[src/rtl/serial_adder_ctrl.sv]
// serial_adder_ctrl: bit-serial add sequencer around one full-adder cell.
// Ports: clk, rst_n, start, a, b, cin [, sub] -> busy, done, sum, cout.
// Optional: define SERIAL_SUB_EN to add the sub port (a - b mode).
module serial_adder_ctrl #(
  parameter int WIDTH = 4
) (
  input  logic             clk,
  input  logic             rst_n,
  input  logic             start,
  input  logic [WIDTH-1:0] a,
  input  logic [WIDTH-1:0] b,
  input  logic             cin,
`ifdef SERIAL_SUB_EN
  input  logic             sub,
`endif
  output logic             busy,
  output logic             done,
  output logic [WIDTH-1:0] sum,
  output logic             cout
);

  localparam int CW = $clog2(WIDTH);
  localparam logic [CW-1:0] LAST = CW'(WIDTH - 1);

  typedef enum logic [1:0] {
    S_IDLE,
    S_RUN,
    S_DONE
  } state_t;

  state_t           state;
  logic [WIDTH-1:0] a_sr;
  logic [WIDTH-1:0] b_sr;
  logic             carry;
  logic [CW-1:0]    count;
  logic             fa_s;
  logic             fa_co;
  logic [WIDTH-1:0] b_load;
  logic             c_load;

  always_comb begin
    fa_s  = a_sr[0] ^ b_sr[0] ^ carry;
    fa_co = (a_sr[0] & b_sr[0]) | ((a_sr[0] ^ b_sr[0]) & carry);
  end

  // Subtract = a + ~b + 1; cout then reads as "no borrow".
  always_comb begin
    b_load = b;
    c_load = cin;
`ifdef SERIAL_SUB_EN
    if (sub) begin
      b_load = ~b;
      c_load = 1'b1;
    end
`endif
  end

  always_ff @(posedge clk or negedge rst_n) begin
    if (!rst_n) begin
      state <= S_IDLE;
      busy  <= 1'b0;
      done  <= 1'b0;
      sum   <= '0;
      cout  <= 1'b0;
      carry <= 1'b0;
      count <= '0;
      a_sr  <= '0;
      b_sr  <= '0;
    end else begin
      done <= 1'b0;
      unique case (state)
        S_IDLE: begin
          if (start) begin
            a_sr  <= a;
            b_sr  <= b_load;
            carry <= c_load;
            count <= '0;
            sum   <= '0;
            busy  <= 1'b1;
            state <= S_RUN;
          end
        end
        S_RUN: begin
          sum   <= {fa_s, sum[WIDTH-1:1]};
          carry <= fa_co;
          a_sr  <= a_sr >> 1;
          b_sr  <= b_sr >> 1;
          if (count == LAST) begin
            cout  <= fa_co;
            state <= S_DONE;
          end else begin
            count <= count + 1'b1;
          end
        end
        S_DONE: begin
          done  <= 1'b1;
          busy  <= 1'b0;
          state <= S_IDLE;
        end
        default: state <= S_IDLE;
      endcase
    end
  end

endmodule

[config.mk]
export PLATFORM = sky130hd
export DESIGN_NAME = serial_adder_ctrl
export DESIGN_NICKNAME = d
export VERILOG_FILES = /design/src/rtl/serial_adder_ctrl.sv
export SDC_FILE = /design/constraint.sdc
export NUM_CORES = 1
export LEC_CHECK = 0
export BUFFER_PORTS_ARGS = -buffer_cell sky130_fd_sc_hd__clkbuf_2
export CORE_UTILIZATION = 50
export CTS_CLUSTER_SIZE = 30
export DETAILED_ROUTE_END_ITERATION = 12
export PLACE_DENSITY = 0.81
export SETUP_SLACK_MARGIN = 0.4
export SLEW_MARGIN = 25
export SYNTH_ARGS = -nofsm -noshare
export SYNTH_HDL_FRONTEND = slang
export SYNTH_SLANG_ARGS = --single-unit
[constraint.sdc]
create_clock -name clk -period 2.56 [get_ports clk]
set_input_delay 0 -clock clk [delete_from_list [all_inputs] [get_ports clk]]
set_output_delay 0 -clock clk [all_outputs]
set_load 0.01 [all_outputs]
# Word-level counts from Yosys, hierarchy flattened
# Index checks and enable logic that the tools add are counted.
[word_totals] output_inout_bits=7 elab_cells=46 reg_bits=20 in_bits=12
[classes] bitwise=5 n_reduce_logical=8 eq_ne=6 mux=17 n_addsub=1
[op_table] op="case mux 4 bit (2 select lines)" n=3
[op_table] op="two-way mux 4 bit" n=3
[op_table] op="two-way mux 2 bit" n=4
[op_table] op="case mux 2 bit (2 select lines)" n=2
[op_table] op="AND reduction 2 bit" n=4
[op_table] op="!= test 2 bit, second input constant" n=3
[op_table] op="equality test 2 bit, second input constant" n=2
[op_table] op="case mux 1 bit (2 select lines)" n=2
[op_table] op="nonzero test 2 bit" n=2
[op_table] op="two-way mux 1 bit" n=3
[op_table] op="AND reduction 3 bit" n=1
[op_table] op="adder 2 x 1 -> 2 bit, second input constant" n=1
[op_table] op="AND 1 bit" n=2
[op_table] op="equality test 2 x 1 -> 1 bit, second input constant" n=1
[op_table] op="logical NOT 2 bit" n=1
[op_table] op="XOR 1 bit" n=2
[op_table] op="OR 1 bit" n=1

# Longest topological paths before layout
[logic_depth] word_depth=4 depth_mapped=4 mapped_depth_nobuf=4

# Worst setup path before layout
# Ideal clock, no wire load.
[synth_timing] path_type="reg-to-reg" startpoint="register a_sr[0]" endpoint="register carry" setup_time_ps=94 t_arrival_ps=1051 setup_slack_ps=1415 period_less_slack_ps=1145 path_stages_with_launch=4 cell_sequence="dfrtp_1 -> inv_1 -> fa_1 -> a221oi_2"
[synth_between] elab_chain_len=4
[synth_rtl] element="from (decl)" line_no="32" source="logic [WIDTH-1:0] a_sr;"
[synth_rtl] element="from (signal assigned)" line_no="86" source="a_sr <= a_sr >> 1;"
[synth_rtl] element="XOR 1 bit" line_no="43" source="fa_co = (a_sr[0] & b_sr[0]) | ((a_sr[0] ^ b_sr[0]) & carry);"
[synth_rtl] element="AND 1 bit" line_no="43"
[synth_rtl] element="OR 1 bit *" line_no="43"
[synth_rtl] element="case mux 1 bit (2 select lines) *" line_no="71" source="unique case (state)"
[synth_rtl] element="to (signal assigned)" line_no="76" source="carry <= c_load;"
[synth_rtl] element="to (signal assigned)" line_no="85" source="carry <= fa_co;"
[synth_rtl] element="to (decl)" line_no="34" source="logic carry;"
# Every way passes the cells marked *; elsewhere a longest branch is shown, timed or not.
# A chain may end at the register's enable or synchronous reset.

# Worst setup path in the final report
# Ends and elaborated chain as after synthesis.

==> metrics.txt <==
worst slew pin tran between 0.4 and 0.5 ns; clock latency on the worst-skew pair 0.30 ns; post-layout min period roughly 1.2 ns; Post-DP HPWL 1220 um; Distinct cells, synth 21; max-capacitance violation count 0; Post-Synthesis Cells 84; DRT antenna net count 0; share of the synthesized area in the top cell type 0.558; period utilization 0.484; placed instance area 991 um2; area delta synth->final 18.5%; # rows 14; TritonCTS clock tree done; Fmax 0.807 GHz; post-synthesis simple-gate area fraction 0.0962; FF+latch count, synth 20; Sink Count 20; Data required, critical path ~2.8 ns; sequential fraction of the synthesis area 0.558; Setup WS post-layout 1.32 ns; final hold vios 0; Worst Setup Path Type reg -> reg; CTS clk-pin slew, worst paths about 0.1 ns; Avg Cell Area, Syn 10.7 um2; deepest clock path buffer count 2; first-pass GRT wire length 2960 um; DRT Wirelength around 1800 um; DIE AREA 1970 um2; CTS Buf Count 3; Worst Skew 0.00496 ns; total grt overflow 0; Root Driver clkbuf_4; number of port buffers 18; Mapped Nets 98; Post-Syn Area 897 um2; I/O pins 19; layout cell share with drive strength beyond 1 0.262; vias in the first global route 704; crit start category register; power per cell area 1150 nW/um2; Ys Warns 0; total power 0.00122 W; post-synthesis adder-cell area fraction 0.0363; compound-cell area share of the yosys netlist 0.255; largest net degree at the start of global routing 21; multi-input logic area around 350 um2; Synth area leaders dfrtp_1, o22ai_1, a21oi_1; gr usage total 0.211; DR vias/cell 5.66; Initial Util 0.563; RePlAce Congestion 0.782; Vias around 740; Hold Crit Class in -> reg; final setup fails 0; RSZ-0062 raised after global routing no; Setup WS pre-CTS 1.36 ns; # DRC 0; WL/cell 13.7 um; Data arrival, critical path 1.45 ns; First-pass DRT Iterations 4; nets 123; static leakage just over 0.5 nW; Die X-Extent 44.4 um; Slew HR 0.679; fin area 1060 um2; Die Ht 44.4 um; setup TNS 0 ns; H-tree depth 1; FF/Latch Area 500 um2; Core ar. 1590 um2; Post-Route Utilization 0.667; crit path max fanout 3; Final Max Slew Viols 0; Setup crit end kind register; peak supply drop 0.632 mV; initial antenna violation count 0; post-synth top area cell dfrtp_1; largest family of logic cells by synthesized area compound AO/OA/AOI/OAI gates; diode count 0; starting DRC count in detailed routing 16; multiplexer area fraction after synthesis 0; Layout fillers 126; outcome complete, no violations; xor/xnor share of the synthesized area 0
[where the power goes]
part,switching [W],internal [W]
Sequential,0.000124,0.000451
Combinational,0.000276,0.000224
Clock,0.0000887,0.0000549
[sequential cells by signal, indices dropped and copies added (netlist names)]
signal / flops
state: 2
a_sr: 4
cout: 1
busy: 1
count: 2
b_sr: 4
done: 1
carry: 1
sum: 4
[path summary, 6_finish.rpt]
kind | start | endpoint | slack (ns) | cells past startpoint
worst max-delay path | a_sr[0] | carry | 1.32 | 3
worst min-delay path | b[1] | b_sr[1] | 0.0009 | 3
worst max register to register | a_sr[0] | carry | 1.32 | 3
worst min register to register | busy | busy | 0.50 | 2
max in group asynchronous | rst_n | b_sr[2] | 2.05 | 2
min in group asynchronous | rst_n | sum[2] | 0.18 | 2
[through the flow]
step / hold slack, ns / instances
global route: 0.000450 / 131
detailed placement: -0.0231 / 123
CTS: 0.00466 / 131
finish: 0.000929 / 131
global placement: -0.0249 / 123
floorplan: -0.296 / 84
[cells in the mapped netlist, drive strengths merged]
cell    number
nand3b       1
a221oi       1
a21oi        9
o22ai       12
fa           1
o21ai        8
nor2         6
nand2        6
nand2b       2
a22oi        1
a22o         4
o21bai       1
nor2b        1
nor3         1
dfrtp       20
buf          3
inv          6
ha           1
[cell families (layout without fill, tap and decap cells)]
logic type,Yosys count,count (layout)
buffers and inverters,9,32
AO/OA/AOI/OAI,36,36
AND/OR/NAND/NOR,17,17
flip-flops,20,20
adder cells (fa/ha/maj),2,2
[worst max-delay path, cell delays in order, from the launching register on]
cell      delay, ns
dfrtp_1        0.39
inv_1          0.07
fa_1           0.45
a221oi_2       0.24
[cells in the final DEF, fill, tap and decap left out, types with 2 or more instances in the layout]
| master | count |
|---|---|
| clkbuf_4 | 3 |
| clkbuf_2 | 18 |
| nand2_1 | 6 |
| dlygate4sd3_1 | 5 |
| nor2_1 | 4 |
| o22ai_1 | 12 |
| nor2_2 | 2 |
| a21oi_1 | 9 |
| dfrtp_1 | 20 |
| a22o_1 | 4 |
| o21ai_0 | 8 |
| nand2b_2 | 2 |
| inv_1 | 5 |
[repair_timing]
action / 4_1_cts / 5_1_grt
endpoints found under the hold margin: 24 / 0
gates resized for setup: 0 / 0
setup endpoints to repair: 0 / 0
hold buffers: 5 / 0
setup buffers: 0 / 0
[cell type report]
class / instances / share of cell area
Clock buffer: 3 / 0.0212
Sequential cell: 20 / 0.471
Inverter: 6 / 0.0212
Tap cell: 24 / 0.0282
Multi-Input combinational cell: 55 / 0.327
Timing Repair Buffer: 23 / 0.132
[metal layers]
| layer | wire (um) | track usage |
|---|---|---|
| met3 | 98 | 0.0490 |
| met1 | 863 | 0.281 |
| met5 | 0 | 0 |
| met4 | 27 | 0.109 |
| met2 | 807 | 0.324 |
Power figures use the tool's default switching activity.
